`config.mk`:
```
export PLATFORM = sky130hd
export DESIGN_NAME = dmem_arbiter_flat
export DESIGN_NICKNAME = d
export VERILOG_FILES = /design/src/rtl/dmem_pkg.sv /design/src/rtl/dmem_arbiter_if.sv /design/src/rtl/rr_arb2.sv /design/src/rtl/dmem_arbiter.sv /design/src/flat_wrapper.sv
export SDC_FILE = /design/constraint.sdc
export NUM_CORES = 1
export LEC_CHECK = 0
export BUFFER_PORTS_ARGS = -buffer_cell sky130_fd_sc_hd__buf_2
export CAP_MARGIN = 10
export CORE_MARGIN = 1.5
export CORE_UTILIZATION = 43
export DETAILED_ROUTE_END_ITERATION = 12
export PLACE_DENSITY = 0.79
export SYNTH_ARGS = -nofsm -noshare
export SYNTH_HDL_FRONTEND = slang
export SYNTH_SLANG_ARGS = --single-unit
```
`constraint.sdc`:
```
create_clock -name clk -period 2.3 [get_ports clk]
set_input_delay 0.23 -clock clk [delete_from_list [all_inputs] [get_ports clk]]
set_output_delay 0.23 -clock clk [all_outputs]
set_load 0.02 [all_outputs]
```
`src/rtl/dmem_pkg.sv`:
```
// dmem_pkg: size codes, FSM states, address width default and lane helpers for dmem_arbiter
package dmem_pkg;
  localparam int ADDR_W_DEF = 12;
  typedef enum logic [1:0] {
    SZ_BYTE = 2'b00,
    SZ_HALF = 2'b01,
    SZ_WORD = 2'b10,
    SZ_RSVD = 2'b11
  } size_e;
  typedef enum logic [2:0] {
    S_IDLE,
    S_RD,
    S_RDW,
    S_WR,
    S_RESP
  } state_e;
  function automatic logic [31:0] fmt_load(input logic [31:0] w, input size_e sz, input logic uns,
                                           input logic [1:0] a);
    logic [7:0] b;
    logic [15:0] h;
    b = w[{a, 3'b000} +: 8];
    h = a[1] ? w[31:16] : w[15:0];
    return sz == SZ_BYTE ? {{24{b[7] & ~uns}}, b} : sz == SZ_HALF ? {{16{h[15] & ~uns}}, h} : w;
  endfunction
  function automatic logic [31:0] merge_store(input logic [31:0] w, input logic [31:0] d,
                                              input size_e sz, input logic [1:0] a);
    logic [31:0] m;
    m = w;
    if (sz == SZ_BYTE) m[{a, 3'b000} +: 8] = d[7:0];
    else if (sz == SZ_HALF) m[{a[1], 4'b0000} +: 16] = d[15:0];
    else m = d;
    return m;
  endfunction
  function automatic logic misaligned(input logic [1:0] sz, input logic [1:0] a);
    return sz == SZ_RSVD || (sz == SZ_HALF && a[0]) || (sz == SZ_WORD && a != 2'b00);
  endfunction
endpackage

```
`src/rtl/dmem_arbiter_if.sv`:
```
// dmem_arbiter_if: one requester port (request handshake plus completion pulse) of dmem_arbiter
interface dmem_arbiter_if #(
  parameter int ADDR_W = dmem_pkg::ADDR_W_DEF
);
  logic              req_valid;
  logic              req_ready;
  logic              req_we;
  logic [1:0]        req_size;
  logic              req_unsigned;
  logic [ADDR_W-1:0] req_addr;
  logic [31:0]       req_wdata;
  logic              rsp_valid;
  logic [31:0]       rsp_rdata;
  logic              rsp_err;
  modport master(
    output req_valid, req_we, req_size, req_unsigned, req_addr, req_wdata,
    input  req_ready, rsp_valid, rsp_rdata, rsp_err
  );
  modport slave(
    input  req_valid, req_we, req_size, req_unsigned, req_addr, req_wdata,
    output req_ready, rsp_valid, rsp_rdata, rsp_err
  );
endinterface

```
`src/rtl/rr_arb2.sv`:
```
// rr_arb2: two-requester round-robin grant; priority passes to the other port on every accepted grant
module rr_arb2 (
  input  logic       clk,
  input  logic       rst,
  input  logic [1:0] req,
  input  logic       accept,
  output logic [1:0] gnt
);
  logic ptr_q, ptr_d;
  assign gnt[1] = req[1] && (!req[0] || ptr_q);
  assign gnt[0] = req[0] && !gnt[1];
  assign ptr_d  = accept ? gnt[0] : ptr_q;
  always_ff @(posedge clk) begin
    if (rst) ptr_q <= 1'b0;
    else ptr_q <= ptr_d;
  end
endmodule

```
`src/rtl/dmem_arbiter.sv`:
```
// dmem_arbiter: 2-port round-robin data-memory arbiter with lane formatting; DMEM_ARB_MISALIGN_CHK_EN enables misalignment errors
module dmem_arbiter
  import dmem_pkg::*;
#(
  parameter int ADDR_W = ADDR_W_DEF
) (
  input  logic              clk,
  input  logic              rst,
  dmem_arbiter_if.slave     p0,
  dmem_arbiter_if.slave     p1,
  output logic [ADDR_W-1:0] mem_addr,
  output logic [31:0]       mem_wdata,
  output logic              mem_op,
  output logic              mem_wr,
  input  logic [31:0]       mem_rdata
);
  state_e            state_q, state_d;
  size_e             size_q, size_d;
  logic              owner_q, owner_d, we_q, we_d, uns_q, uns_d, err_q, err_d;
  logic [ADDR_W-1:0] addr_q, addr_d;
  logic [31:0]       data_q, data_d;
  logic [1:0]        gnt;
  logic              accept, sel, g_we, g_uns, rsp;
  logic [1:0]        g_size;
  logic [ADDR_W-1:0] g_addr;
  logic [31:0]       g_wdata;

  assign accept = !rst && state_q == S_IDLE && (p0.req_valid || p1.req_valid);

  rr_arb2 u_arb (
    .clk   (clk),
    .rst   (rst),
    .req   ({p1.req_valid, p0.req_valid}),
    .accept(accept),
    .gnt   (gnt)
  );

  assign sel     = gnt[1];
  assign g_we    = sel ? p1.req_we : p0.req_we;
  assign g_size  = sel ? p1.req_size : p0.req_size;
  assign g_uns   = sel ? p1.req_unsigned : p0.req_unsigned;
  assign g_addr  = sel ? p1.req_addr : p0.req_addr;
  assign g_wdata = sel ? p1.req_wdata : p0.req_wdata;

  // data_q carries store data until RDW, then the merged word or the formatted load result
  always_comb begin
    state_d = state_q;
    owner_d = owner_q;
    we_d    = we_q;
    size_d  = size_q;
    uns_d   = uns_q;
    err_d   = err_q;
    addr_d  = addr_q;
    data_d  = data_q;
    case (state_q)
      S_IDLE: if (accept) begin
        owner_d = sel;
        we_d    = g_we;
        size_d  = g_size == SZ_RSVD ? SZ_WORD : size_e'(g_size);
        uns_d   = g_uns;
        addr_d  = g_addr;
        data_d  = g_wdata;
`ifdef DMEM_ARB_MISALIGN_CHK_EN
        err_d   = misaligned(g_size, g_addr[1:0]);
`else
        err_d   = 1'b0;
`endif
        state_d = err_d ? S_RESP : (g_we && size_d == SZ_WORD) ? S_WR : S_RD;
      end
      S_RD: state_d = S_RDW;
      S_RDW: begin
        data_d  = we_q ? merge_store(mem_rdata, data_q, size_q, addr_q[1:0])
                       : fmt_load(mem_rdata, size_q, uns_q, addr_q[1:0]);
        state_d = we_q ? S_WR : S_RESP;
      end
      S_WR: state_d = S_RESP;
      default: state_d = S_IDLE;
    endcase
  end

  always_ff @(posedge clk) begin
    if (rst) begin
      state_q <= S_IDLE;
      owner_q <= 1'b0;
      we_q    <= 1'b0;
      size_q  <= SZ_BYTE;
      uns_q   <= 1'b0;
      err_q   <= 1'b0;
      addr_q  <= '0;
      data_q  <= '0;
    end else begin
      state_q <= state_d;
      owner_q <= owner_d;
      we_q    <= we_d;
      size_q  <= size_d;
      uns_q   <= uns_d;
      err_q   <= err_d;
      addr_q  <= addr_d;
      data_q  <= data_d;
    end
  end

  // every output is gated by rst so a mid-transaction reset is silent in its own cycle
  assign rsp          = !rst && state_q == S_RESP;
  assign mem_op       = !rst && (state_q == S_RD || state_q == S_WR);
  assign mem_wr       = !rst && state_q == S_WR;
  assign mem_addr     = mem_op ? {addr_q[ADDR_W-1:2], 2'b00} : '0;
  assign mem_wdata    = mem_wr ? data_q : '0;
  assign p0.req_ready = accept && gnt[0];
  assign p1.req_ready = accept && gnt[1];
  assign p0.rsp_valid = rsp && !owner_q;
  assign p1.rsp_valid = rsp && owner_q;
  assign p0.rsp_err   = p0.rsp_valid && err_q;
  assign p1.rsp_err   = p1.rsp_valid && err_q;
  assign p0.rsp_rdata = (p0.rsp_valid && !we_q && !err_q) ? data_q : '0;
  assign p1.rsp_rdata = (p1.rsp_valid && !we_q && !err_q) ? data_q : '0;
endmodule
```
`src/flat_wrapper.sv`:
```
// flat-port wrapper written by rule: the top's interface ports become plain ports
module dmem_arbiter_flat import dmem_pkg::*;
#(
  parameter int ADDR_W = ADDR_W_DEF
)
  (clk, rst, mem_addr, mem_wdata, mem_op, mem_wr, mem_rdata, p0_req_valid, p0_req_we, p0_req_size, p0_req_unsigned, p0_req_addr, p0_req_wdata, p0_req_ready, p0_rsp_valid, p0_rsp_rdata, p0_rsp_err, p1_req_valid, p1_req_we, p1_req_size, p1_req_unsigned, p1_req_addr, p1_req_wdata, p1_req_ready, p1_rsp_valid, p1_rsp_rdata, p1_rsp_err);
  dmem_arbiter_if #(.ADDR_W(ADDR_W)) p0_i ();
  dmem_arbiter_if #(.ADDR_W(ADDR_W)) p1_i ();
  input  logic clk;
  input  logic rst;
  output logic [ADDR_W-1:0] mem_addr;
  output logic [31:0] mem_wdata;
  output logic mem_op;
  output logic mem_wr;
  input  logic [31:0] mem_rdata;
  input wire logic [$bits(p0_i.req_valid)-1:0] p0_req_valid;
  input wire logic [$bits(p0_i.req_we)-1:0] p0_req_we;
  input wire logic [$bits(p0_i.req_size)-1:0] p0_req_size;
  input wire logic [$bits(p0_i.req_unsigned)-1:0] p0_req_unsigned;
  input wire logic [$bits(p0_i.req_addr)-1:0] p0_req_addr;
  input wire logic [$bits(p0_i.req_wdata)-1:0] p0_req_wdata;
  output wire logic [$bits(p0_i.req_ready)-1:0] p0_req_ready;
  output wire logic [$bits(p0_i.rsp_valid)-1:0] p0_rsp_valid;
  output wire logic [$bits(p0_i.rsp_rdata)-1:0] p0_rsp_rdata;
  output wire logic [$bits(p0_i.rsp_err)-1:0] p0_rsp_err;
  input wire logic [$bits(p1_i.req_valid)-1:0] p1_req_valid;
  input wire logic [$bits(p1_i.req_we)-1:0] p1_req_we;
  input wire logic [$bits(p1_i.req_size)-1:0] p1_req_size;
  input wire logic [$bits(p1_i.req_unsigned)-1:0] p1_req_unsigned;
  input wire logic [$bits(p1_i.req_addr)-1:0] p1_req_addr;
  input wire logic [$bits(p1_i.req_wdata)-1:0] p1_req_wdata;
  output wire logic [$bits(p1_i.req_ready)-1:0] p1_req_ready;
  output wire logic [$bits(p1_i.rsp_valid)-1:0] p1_rsp_valid;
  output wire logic [$bits(p1_i.rsp_rdata)-1:0] p1_rsp_rdata;
  output wire logic [$bits(p1_i.rsp_err)-1:0] p1_rsp_err;
  assign p0_i.req_valid = p0_req_valid;
  assign p0_i.req_we = p0_req_we;
  assign p0_i.req_size = p0_req_size;
  assign p0_i.req_unsigned = p0_req_unsigned;
  assign p0_i.req_addr = p0_req_addr;
  assign p0_i.req_wdata = p0_req_wdata;
  assign p0_req_ready = p0_i.req_ready;
  assign p0_rsp_valid = p0_i.rsp_valid;
  assign p0_rsp_rdata = p0_i.rsp_rdata;
  assign p0_rsp_err = p0_i.rsp_err;
  assign p1_i.req_valid = p1_req_valid;
  assign p1_i.req_we = p1_req_we;
  assign p1_i.req_size = p1_req_size;
  assign p1_i.req_unsigned = p1_req_unsigned;
  assign p1_i.req_addr = p1_req_addr;
  assign p1_i.req_wdata = p1_req_wdata;
  assign p1_req_ready = p1_i.req_ready;
  assign p1_rsp_valid = p1_i.rsp_valid;
  assign p1_rsp_rdata = p1_i.rsp_rdata;
  assign p1_rsp_err = p1_i.rsp_err;
  dmem_arbiter #(.ADDR_W(ADDR_W)) u_core (.clk(clk), .rst(rst), .p0(p0_i), .p1(p1_i), .mem_addr(mem_addr), .mem_wdata(mem_wdata), .mem_op(mem_op), .mem_wr(mem_wr), .mem_rdata(mem_rdata));
endmodule
```
==> Yosys cells after proc, flatten, opt, wreduce, memory -nomap -nowiden <==
Index checks and enable logic that the tools add are counted.
{ "totals": {"ff_bits": 53} }
{ "op_classes": {"muxes": 24, "add_sub_neg": 2, "bitwise_logic": 3, "n_reduce_logical": 27, "shift": 5, "eq_ne": 9} }
{ "op_table": {"columns": ["operator", "n"], "rows": [
  ["two-way mux 32 bit", 10],
  ["bitwise mux 32 bit", 2],
  ["one-hot mux 32 bit (2 select lines)", 1],
  ["variable shift 16 x 7 -> 32 bit (first input constant)", 1],
  ["variable shift 8 x 7 -> 32 bit (first input constant)", 1],
  ["indexed part select 16 x 7 -> 32 bit", 1],
  ["indexed part select 32 x 6 -> 8 bit", 1],
  ["indexed part select 8 x 7 -> 32 bit", 1],
  ["two-way mux 12 bit", 2],
  ["two-way mux 16 bit", 1],
  ["logical AND 1 bit", 14],
  ["negation 5 -> 7 bit", 2],
  ["one-hot mux 3 bit (4 select lines)", 1],
  ["== test 3 x 2 -> 1 bit (second input constant)", 2],
  ["two-way mux 2 bit", 3],
  ["two-way mux 3 bit", 2],
  ["logical NOT 1 bit", 5],
  ["== test 2 bit (second input constant)", 2],
  ["inequality test 4 bit (second input constant)", 1],
  ["== test 3 x 1 -> 1 bit (second input constant)", 1],
  ["== test 3 bit (second input constant)", 1],
  ["logical NOT 3 bit", 1],
  ["logical OR 1 bit", 3],
  ["AND reduction 3 bit", 1],
  ["8 further kinds", 10]
]} }

==> Longest topological paths before layout <==
Gate-level depths: netlist (run 1).
{ "logic_depth": {"depth_word": 11, "mapped_depth": 10} }

==> Modules after synthesis <==
Synthesis (run 1) repeated with hierarchy kept, for this count alone.
{ "unflattened": {"cells_unflattened": 710, "area_unflattened_um2": 5486.5} }
{ "modules_own_cells": {"columns": ["module", "cells_per_inst", "area_each_um2", "instances"], "rows": [
  ["dmem_arbiter", 703, 5418.9, 1],
  ["rr_arb2", 7, 67.6, 1]
]} }

==> Least setup slack after synthesis (run 1) <==
OpenSTA, ideal clock, no wires.
{ "synth_path": {"path_type": "register to register", "from": "reg u_core.addr_q[0]", "to": "reg u_core.data_q[22]", "setup_slack_ns": -0.081, "synth_period_minus_slack_ns": 2.381, "n_path_buf": 1, "setup_time_ns": 0.091, "t_arrival_ns": 2.290, "path_stages_with_launch": 9, "cell_sequence": "dfxtp_1 -> buf_2 -> inv_1 -> ha_1 -> nor4b_2 -> a32oi_1 -> nor2_2 -> nand2_1 -> a311oi_1"} }
{ "synth_between": {"elab_chain_cells": 6} }
{ "synth_lines": {"columns": ["item", "line", "rtl"], "rows": [
  ["start: declaration", "dmem_arbiter.sv:20", "logic [ADDR_W-1:0] addr_q, addr_d;"],
  ["start signal: assignment", "dmem_arbiter.sv:98", "addr_q <= addr_d;"],
  ["negation 5 -> 7 bit", "dmem_pkg.sv:29", "if (sz == SZ_BYTE) m[{a, 3'b000} +: 8] = d[7:0];"],
  ["indexed part select 8 x 7 -> 32 bit / variable shift 8 x 7 -> 32 bit (equally long branches)", "dmem_pkg.sv:29", null],
  ["bitwise mux 32 bit", "dmem_pkg.sv:29", null],
  ["two-way mux 32 bit", "dmem_pkg.sv:29", null],
  ["two-way mux 32 bit (*)", "dmem_arbiter.sv:72", "data_d = we_q ? merge_store(mem_rdata, data_q, size_q, addr_q[1:0])"],
  ["one-hot mux 32 bit (2 select lines) (*)", "dmem_arbiter.sv:55", "case (state_q)"],
  ["end signal: assignment", "dmem_arbiter.sv:99", "data_q <= data_d;"],
  ["end: declaration", "dmem_arbiter.sv:21", "logic [31:0] data_q, data_d;"]
]} }
Every way passes the cells marked *; elsewhere a longest branch is shown, timed or not.
A chain may end at the register's enable or synchronous reset.

==> Worst setup path after layout (run 1) <==
{ "layout_path": {"from": "reg u_core.state_q[1]", "to": "out p1_rsp_rdata[7]"} }
{ "layout_between": {"elab_chain_cells": 5} }
{ "layout_lines": {"columns": ["item", "line", "rtl"], "rows": [
  ["start: declaration", "dmem_arbiter.sv:17", "state_e state_q, state_d;"],
  ["start signal: assignment", "dmem_arbiter.sv:92", "state_q <= state_d;"],
  ["== test 3 bit", "dmem_arbiter.sv:104", "assign rsp = !rst && state_q == S_RESP;"],
  ["logical AND 1 bit", "dmem_arbiter.sv:104", null],
  ["logical AND 1 bit", "dmem_arbiter.sv:112", "assign p1.rsp_valid = rsp && owner_q;"],
  ["logical AND 1 bit", "dmem_arbiter.sv:116", "assign p1.rsp_rdata = (p1.rsp_valid && !we_q && !err_q) ? data_q : '0;"],
  ["two-way mux 32 bit", "dmem_arbiter.sv:116", null],
  ["end: declaration", "flat_wrapper.sv:34", "output wire logic [$bits(p1_i.rsp_rdata)-1:0] p1_rsp_rdata;"]
]} }
Every way passes these cells.

==> impl_metrics.py, run 1 <==
metrics = {
    "placed_design": {
        "place_ws_ps": 210,
        "number_of_buffers_added_on_ports": 243,
        "place_inst": 980,
        "gp_congestion": 0.912,
        "dp_hpwl_um": 13800,
    },
    "worst_setup_path": {
        "startpoint_type": "flip-flop",
        "crit_fanout": 32,
        "crit_type": "reg2out",
        "timing.critical_path.required_ps": 2070,
        "worst-endpoint-arrival_ps": 1860,
        "critical_path.endpoint_type": "output port",
    },
    "cells_and_area": {
        "multi_input_area_mm2": 0.00352,
        "insertedDiodeCount": 0,
        "area_growth_syn_to_layout_pct": 31.5,
        "final-seq-area_mm2": 0.00106,
        "layoutNonFillerInstCount": 987,
        "fillCellCount": 1014,
        "nets": 984,
        "proportion_of_layout_cells_with_a_drive_suffix_above_1_pct": 40.0,
    },
    "sta": {
        "slew_headroom_pct": 59.5,
        "final_total_negative_setup_slack_ps": 0,
        "clock.fmax_mhz": 479,
        "finalCriticalPeriod_ps": 2090,
        "worst-slew-pin-transition_ps": 592,
        "timing_max_transition_violations_final": 0,
        "grt_setup_unrepaired": "no",
        "setup_violations": 0,
        "post-route-worst-setup-slack_ps": 213,
        "fin_skew_ps": 5.95,
        "finalHoldViolations": 0,
        "final.period_utilization_pct": 90.7,
    },
    "synthesis": {
        "synth_xor_area_share_pct": 0,
        "dominantRegCellSynth": "dfxtp_1",
        "yosys.cell_count.top_type": "and2_1",
        "async_flop_share_pct": 0,
        "seq_area_frac_synth_pct": 21.5,
        "synth_enable_flop_cells": 0,
        "main_combinational_cell_family_by_area_after_synthesis": "compound AO/OA/AOI/OAI gates",
        "netlist-cell-type-count": 60,
        "synthDominantAreaCellType": "dfxtp_1",
        "syn-cell-area_mm2": 0.00493,
        "post_synth.cell_area_avg_um2": 7.81,
        "synthMuxAreaShare_pct": 15.8,
        "netlist_top_cells_area": "dfxtp_1, and2_1, mux2_2",
        "synth.cells.most_frequent": "and2_1, dfxtp_1, nand2_1",
        "ys_warn_count": 0,
        "synth_compound_gate_area_share_pct": 27.6,
        "synth.ff_latch_count": 53,
        "yosys.area.top_type_share_pct": 21.5,
        "synth-simple-area-share_pct": 25.8,
        "yosys.area_share.adder_pct": 1.27,
        "syn_inst": 631,
    },
    "pwr": {
        "p_clk_share_pct": 21.3,
        "power.switching_mw": 1.65,
        "power.sequential.fraction_pct": 37.2,
        "ir_drop_uv": 353,
        "power.internal_mw": 2.36,
        "power_per_cell_area_mw_per_mm2": 619,
        "relative_contribution_of_combinational_cells_to_total_power_pct": 41.5,
        "power.static_leakage_nw": 3.29,
        "power.share.switching_pct": 41.2,
    },
    "global_routing": {
        "grt_pass1_wl_um": 27500,
        "gr-usage-all-layers_pct": 29.7,
        "grt.met1_usage_pct": 35.9,
        "global_route.usage.met3_pct": 5.06,
        "grtUsageMet2_pct": 52.5,
        "vias_in_the_first_global_route": 5263,
        "grt_start_max_net_pins": 35,
        "global_route.peak_usage_layer": "met2",
        "gr-total-overflow": 0,
        "antenna_violations_before_repair": 0,
    },
    "clock_network": {
        "cts.root.buffer_cell": "clkbuf_16",
        "cts-buffers-inserted": 5,
        "tritoncts": "built",
        "max-clock-path-buffers": 2,
        "htreeDepth": 2,
        "cts.hold.buffers_added": 0,
        "clkTransAtPathRegs_ps": 70,
        "cts.sink_count": 53,
        "clkLatencyLatePin_ps": 290,
    },
    "route": {
        "detail_route.iter0.violations": 344,
        "drt-vias-per-instance": 5.86,
        "drtPass1Iterations": 5,
        "num_vias": 5780,
        "routed_wire_length_per_instance_um": 18.4,
        "postRouteAntennaNets": 0,
        "detail_route.drc_violations": 0,
        "wl_um": 18200,
    },
    "floorplanning": {
        "chipWidth_um": 110,
        "die_h_um": 110,
        "ioPinCount": 248,
        "placementRows": 38,
        "core_area_mm2": 0.0110,
        "design.die.area_mm2": 0.0121,
        "start_util_pct": 44.7,
    },
    "job": {
        "max_cap_violations": 0,
    },
    "status": {
        "status": "finished, final reports clean",
    },
    "hold_path": {
        "hold_class": "in2reg",
    },
}
[layout make-up]
class / count / share of cell area (%)
Tap cell: 140 / 2.70
Timing Repair Buffer: 274 / 22.8
Clock inverter: 2 / 0.541
Clock buffer: 5 / 1.93
Multi-Input combinational cell: 492 / 54.4
Sequential cell: 53 / 16.4
Inverter: 21 / 1.22
[per-stage QoR]
stage                     hold slack [ps]  area, um^2  utilization, %  power, mW
final                                 211        6480            58.7       4.01
after global routing                  228        6480            58.7       4.24
after CTS                             214        6470            58.7       3.98
after detailed placement              439        6310            57.2       3.14
after global placement                426        6310            57.2       3.10
after floorplan                       346        4950               -       2.50
[power groups by stage]
stage                     sequential [mW]  combinational [mW]  clock, mW
final                                1.49                1.67      0.856
after global routing                 1.51                1.83      0.897
after CTS                            1.48                1.65      0.854
after detailed placement             1.50                1.64          0
after global placement               1.49                1.61          0
after floorplan                      1.28                1.22          0
[layer usage]
| metal | share of wire (%) | up-vias |
|---|---|---|
| li1 | - | 2764 |
| met1 | 39 | 2621 |
| met2 | 48 | 341 |
| met3 | 9.2 | 54 |
| met4 | 3.6 | 0 |
| met5 | 0 | - |
[placed cells by master, fill, tap and decap left out, types with 2 or more instances in the layout]
master       n
buf_12       2
inv_1       21
a22oi_1     16
a221oi_1    30
buf_2      243
conb_1       4
mux2i_1     24
a211oi_1    17
nor3_2       3
mux4_2       7
nor2b_1      2
nand2_1     47
nand2b_1     2
and2_1      65
o22ai_1      7
clkbuf_16    5
a21o_1      17
buf_4       28
a21boi_4     2
o21a_1       2
a311oi_1    24
nand4_1      9
or3b_2       2
o2bb2ai_1    8
nor3_1       2
nor3b_1      2
o21ai_0     22
nor2_1      45
a31oi_1      2
mux2_2      33
a21oi_1     22
and3_1      46
ha_1         5
dfxtp_1     52
[kinds of logic after synthesis]
kind of cell	count (synthesis)
adder cells (fa/ha/maj)	5
AO/OA/AOI/OAI	182
flip-flops	53
other	1
AND/OR/NAND/NOR	236
multiplexers	65
buffers and inverters	89
[critical path, cell delays in order, from the launching register on]
cell     delay (ps)
dfxtp_1         390
nor3_1          260
and3_1          200
nor2b_2         150
buf_6           210
and2_1          170
buf_2           160
[registers in the layout, indices dropped and copies added (netlist names)]
register,flops
u_core.state_q,3
u_core.u_arb.ptr_q,1
u_core.uns_q,1
u_core.data_q,32
u_core.owner_q,1
u_core.we_q,1
u_core.addr_q,12
u_core.size_q,2
[final timing paths]
path / from / to / slack (ps) / cells past startpoint
setup / recovery: u_core.state_q[1] / p1_rsp_rdata[7] / 210 / 6
hold / removal: p1_req_unsigned / u_core.uns_q / 210 / 3
setup reg to reg: u_core.addr_q[1] / u_core.data_q[31] / 230 / 6
hold reg to reg: u_core.addr_q[10] / u_core.addr_q[10] / 450 / 2
[repair_timing]
action                                  4_1_cts  5_1_grt
gates resized for setup                       0        2
setup buffers                                 0        0
endpoints found under the setup margin        0       23
(Power assumes the default switching activity.)
==> inputs of run 2 (changes only) <==
BUFFER_PORTS_ARGS = default   (was -buffer_cell sky130_fd_sc_hd__buf_2)
CORE_UTILIZATION = 53   (was 43)
DONT_BUFFER_PORTS = 1   (was default)
PLACE_DENSITY = 0.71   (was 0.79)
==> run 2 against run 1 <==
Against the previous run:
- final cell count shrank 27%
- non-clock buffer count shrank 241
- register-to-register slack is essentially flat
- final area shrank 20%
- highest routed layer unchanged
- clock power shrank 34%
- clock-buffer cell count is the same
- core utilization shrank 1.8 points
- sequential power is essentially flat
==> impl_metrics.py, run 2 (synthesis results as in run 1) <==
metrics = {
    "global_routing": {
        "antenna_violations_before_repair": 0,
        "gr-usage-all-layers_pct": 33.8,
        "grt_start_max_net_pins": 42,
        "grt_pass1_wl_um": 25900,
        "gr-total-overflow": 0,
        "vias_in_the_first_global_route": 4491,
    },
    "cells_and_area": {
        "post-route-cell-area_mm2": 0.00519,
        "mostFrequentLayoutCells": "and2_1, dfxtp_1, nand2_1, and3_1, nor2_1",
        "area_growth_syn_to_layout_pct": 5.23,
        "largest_register": "u_core.data_q",
        "proportion_of_layout_cells_with_a_drive_suffix_above_1_pct": 16.3,
        "top_regs": "u_core.data_q x32, u_core.addr_q x12, u_core.state_q x3",
        "layout.cells.most_common": "and2_1",
        "largest_reg_flops": 32,
        "layoutNonFillerInstCount": 718,
        "utilization_pct": 56.9,
        "nets": 743,
        "insertedDiodeCount": 0,
    },
    "route": {
        "drtPass1Iterations": 5,
        "drt-vias-per-instance": 7.02,
        "detail_route.iter0.violations": 277,
        "postRouteAntennaNets": 0,
        "detail_route.drc_violations": 0,
        "num_vias": 5040,
        "routed_wire_length_per_instance_um": 24.4,
        "wl_um": 17500,
    },
    "hold_path": {
        "hold_class": "in2reg",
        "worstHoldPathCells": 1,
    },
    "sta": {
        "final_total_negative_setup_slack_ps": 0,
        "finalCriticalPeriod_ps": 2170,
        "worst-slew-pin-transition_ps": 617,
        "setup_violations": 0,
        "post-route-worst-setup-slack_ps": 135,
        "finalHoldViolations": 0,
        "grt_setup_unrepaired": "no",
        "timing_max_transition_violations_final": 0,
        "clock.fmax_mhz": 462,
        "final.period_utilization_pct": 94.1,
        "final_hold_slack_ps": 17.0,
        "slew_headroom_pct": 58.7,
        "fin_skew_ps": 10.1,
    },
    "clock_network": {
        "cts.root.buffer_cell": "clkbuf_8",
        "cts.sink_count": 53,
        "clkLatencyLatePin_ps": 320,
        "clkTransAtPathRegs_ps": 100,
        "post-cts-setup-buffer-count": 0,
        "htreeDepth": 2,
        "cts-buffers-inserted": 5,
        "tritoncts": "built",
        "max-clock-path-buffers": 2,
    },
    "floorplanning": {
        "die_h_um": 99.4,
        "placementRows": 35,
        "core_area_mm2": 0.00911,
        "chipWidth_um": 99.4,
        "design.die.area_mm2": 0.00989,
        "start_util_pct": 54.1,
        "ioPinCount": 248,
    },
    "pwr": {
        "power.total_mw": 3.56,
        "power_per_cell_area_mw_per_mm2": 686,
        "power.static_leakage_nw": 2.13,
        "ir_drop_uv": 478,
    },
    "worst_setup_path": {
        "critical_path.endpoint_type": "output port",
        "crit_type": "reg2out",
        "r2r.worst_path.cells": 5,
        "crit_fanout": 33,
        "worst-endpoint-arrival_ps": 1940,
        "startpoint_type": "flip-flop",
        "timing.critical_path.required_ps": 2070,
    },
    "placed_design": {
        "number_of_buffers_added_on_ports": 0,
        "place_ws_ps": 224,
        "gp_congestion": 0.914,
        "post_dp_cell_area_mm2": 0.00507,
        "place_inst": 709,
        "dp_hpwl_um": 12800,
    },
    "status": {
        "status": "finished, final reports clean",
    },
    "job": {
        "max_cap_violations": 0,
    },
}
run 2: cell count changes in the layout (fill, tap and decap cells not counted):
| cell | before | now |
|---|---|---|
| nand2b_1 | 2 | 1 |
| dfxtp_2 | 1 | 0 |
| dfxtp_1 | 52 | 53 |
| clkbuf_8 | 0 | 5 |
| buf_4 | 28 | 29 |
| buf_12 | 2 | 3 |
| clkinv_4 | 0 | 2 |
| buf_2 | 243 | 0 |
| clkbuf_16 | 5 | 0 |
| nand2b_2 | 0 | 1 |
| bufinv_16 | 1 | 0 |
run 2: layout make-up:
type	instances	area (um^2)
fillers	873	3920
multi-input cells	492	3530
flip-flops and latches	53	1060
repair buffers	33	289
well taps	111	139
inverters	21	78.8
clock buffers	5	68.8
clock inverters	3	22.5
run 2: worst paths after layout:
path / start / to / slack [ps]
max: u_core.state_q[0] / mem_wdata[21] / 130
max reg2reg: u_core.state_q[1] / u_core.data_q[17] / 240
min reg2reg: u_core.addr_q[4] / u_core.addr_q[4] / 460
min: p1_req_valid / u_core.u_arb.ptr_q / 20
run 2: timing repair:
item,CTS,global route
hold buffers,1,0
endpoints found under the hold margin,33,0
gates resized for setup,0,2
setup endpoints to repair,0,4
run 2: critical path: stages (launching register included):
cell     delay, ps
dfxtp_1        480
buf_4          220
inv_1           90
nor3_2         160
buf_4          320
and3_1         330
run 2: power by group:
| part | switching, mW | internal [mW] | total (mW) |
|---|---|---|---|
| registers | 0.343 | 1.13 | 1.47 |
| logic | 0.881 | 0.638 | 1.52 |
| clock network | 0.351 | 0.217 | 0.569 |
| total | 1.58 | 1.98 | 3.56 |
run 2: routing by layer:
layer	vias up	GRT usage [%]	wire length, um
met4	0	15.1	747
met2	291	59.0	8530
met1	2403	40.3	6640
met3	54	6.75	1590
met5	-	0	0
li1	2292	-	-
==> inputs of run 3 (changes only) <==
CORE_UTILIZATION = 55   (was 53)
PLACE_DENSITY = 0.73   (was 0.71)
==> run 3 against run 2 <==
Against the previous run:
- wire length decreased by 0.99%
- hold slack got worse by 5.7 ps
- clock skew increased by 1.2 ps
- setup slack got worse by 11 ps
- via count increased by 0.16%
- sequential power about the same
- sequential share of layout area decreased by 0.22 points
- first-iteration DRC count increased by 36%
- critical path type unchanged
- critical endpoint is now p1_rsp_rdata[14]
- largest power group unchanged
- highest routed layer unchanged
==> impl_metrics.py, run 3 (synthesis results as in run 1) <==
metrics = {
    "floorplanning": {
        "core_area_mm2": 0.00872,
        "start_util_pct": 56.5,
        "ioPinCount": 248,
        "die_h_um": 97.7,
        "design.die.area_mm2": 0.00954,
        "placementRows": 34,
        "chipWidth_um": 97.7,
    },
    "worst_setup_path": {
        "cp.buffers_inverters": 2,
        "critPathCapture": "p1_rsp_rdata[14]",
        "reg2reg_from": "u_core.addr_q[0]",
        "critical_path.slowest_cell": "dfxtp_1",
        "worst-endpoint-arrival_ps": 1950,
        "cpPeakStageDelay_ps": 380,
        "crit_fanout": 32,
        "critical-path-top-delay-family": "simple AND/OR/NAND/NOR gates",
        "regToRegEndpoint": "u_core.data_q[24]",
        "startpoint_type": "flip-flop",
        "cp_cell_sequence": "buf_4, nor3_1, and3_1, nor2b_2, buf_8, and2_2",
        "critical_path.endpoint_type": "output port",
        "timing.critical_path.required_ps": 2070,
        "crit_type": "reg2out",
        "cp_startpoint": "u_core.state_q[0]",
        "r2r.worst_path.cells": 8,
        "timing.critical_path.depth": 6,
        "regToRegSetupSlack_ps": 190,
    },
    "cells_and_area": {
        "final-seq-area_mm2": 0.00106,
        "nets": 740,
        "fillCellCount": 804,
        "top_regs": "u_core.data_q x32, u_core.addr_q x12, u_core.state_q x3",
        "layout.cells.most_common": "dfxtp_1",
        "utilization_pct": 60.1,
        "largest_reg_flops": 32,
        "multi_input_area_mm2": 0.00357,
        "area_growth_syn_to_layout_pct": 6.40,
        "insertedDiodeCount": 0,
        "proportion_of_layout_cells_with_a_drive_suffix_above_1_pct": 21.0,
        "mostFrequentLayoutCells": "dfxtp_1, nand2_1, and3_1, nor2_1",
        "largest_register": "u_core.data_q",
    },
    "pwr": {
        "power_per_cell_area_mw_per_mm2": 722,
        "ir_drop_uv": 492,
        "power.static_leakage_nw": 2.17,
    },
    "sta": {
        "finalHoldViolations": 0,
        "final_total_negative_setup_slack_ps": 0,
        "final.period_utilization_pct": 94.6,
        "slew_headroom_pct": 57.9,
        "fin_skew_ps": 11.3,
        "clock.fmax_mhz": 460,
        "post-route-worst-setup-slack_ps": 124,
        "worst-slew-pin-transition_ps": 630,
        "finalCriticalPeriod_ps": 2180,
        "grt_setup_unrepaired": "no",
        "timing_max_transition_violations_final": 0,
        "setup_violations": 0,
    },
    "route": {
        "routed_wire_length_per_instance_um": 24.3,
        "wl_um": 17300,
        "drt-vias-per-instance": 7.09,
        "drtPass1Iterations": 5,
        "num_vias": 5048,
        "detail_route.drc_violations": 0,
        "postRouteAntennaNets": 0,
        "detail_route.iter0.violations": 377,
    },
    "clock_network": {
        "cts.root.buffer_cell": "clkbuf_8",
        "post-cts-setup-buffer-count": 0,
        "tritoncts": "built",
        "clkTransAtPathRegs_ps": 110,
        "cts.sink_count": 53,
        "htreeDepth": 2,
        "max-clock-path-buffers": 2,
        "cts-buffers-inserted": 5,
        "clkLatencyLatePin_ps": 320,
    },
    "placed_design": {
        "gp_congestion": 0.910,
        "number_of_buffers_added_on_ports": 0,
        "place_ws_ps": 239,
        "dp_hpwl_um": 12400,
    },
    "global_routing": {
        "gr-usage-all-layers_pct": 34.5,
        "grt_pass1_wl_um": 26000,
        "gr-total-overflow": 0,
        "grt_start_max_net_pins": 53,
        "vias_in_the_first_global_route": 4606,
        "antenna_violations_before_repair": 0,
    },
    "status": {
        "status": "finished, final reports clean",
    },
    "job": {
        "max_cap_violations": 0,
    },
    "hold_path": {
        "hold_class": "in2reg",
    },
}
==> run 3: area by class of cell <==
cell class	instances	share of cell area, %
Multi-Input combinational cell	492	68.0
Sequential cell	53	20.2
Timing Repair Buffer	30	5.06
Clock buffer	5	1.31
Tap cell	108	2.58
Clock inverter	3	1.31
Inverter	21	1.50
==> run 3: how the worst min path moves through the flow <==
stage | start | end | depth (start not counted)
final | p1_req_valid | u_core.u_arb.ptr_q | 1
after global routing | p1_req_valid | u_core.u_arb.ptr_q | 1
after CTS | p1_req_valid | u_core.u_arb.ptr_q | 1
after detailed placement | rst | u_core.data_q[30] | 1
after global placement | rst | u_core.u_arb.ptr_q | 1
after floorplan | p1_req_valid | u_core.u_arb.ptr_q | 1
==> run 3: where the power goes <==
group	internal [mW]	switching, mW	total [mW]
registers	1.13	0.351	1.48
logic	0.632	0.885	1.52
clock network	0.439	0.352	0.791
==> run 3: metal layers <==
layer | GRT usage [%] | vias to the layer above | wire [um]
li1 | - | 2284 | -
met1 | 42.5 | 2399 | 6540
met2 | 60.0 | 321 | 8610
met3 | 4.17 | 44 | 1520
met4 | 15.5 | 0 | 668
met5 | 0 | - | 0
==> run 3: stage by stage <==
| step | cells | power (mW) | hold slack (ps) | instance area, um^2 |
|---|---|---|---|---|
| after floorplan | 634 | 2.50 | 346 | 4950 |
| after CTS | 711 | 3.75 | 8.87 | 5180 |
| after global routing | 712 | 3.98 | 9.61 | 5240 |
| after global placement | 702 | 2.90 | 308 | 5020 |
| after detailed placement | 702 | 2.95 | 310 | 5020 |
| final | 712 | 3.79 | 11.4 | 5240 |
==> run 3: repair_timing <==
item / CTS / global route
gates resized for setup: 0 / 37
hold buffers: 1 / 0
endpoints found under the setup margin: 0 / 37
endpoints found under the hold margin: 33 / 0
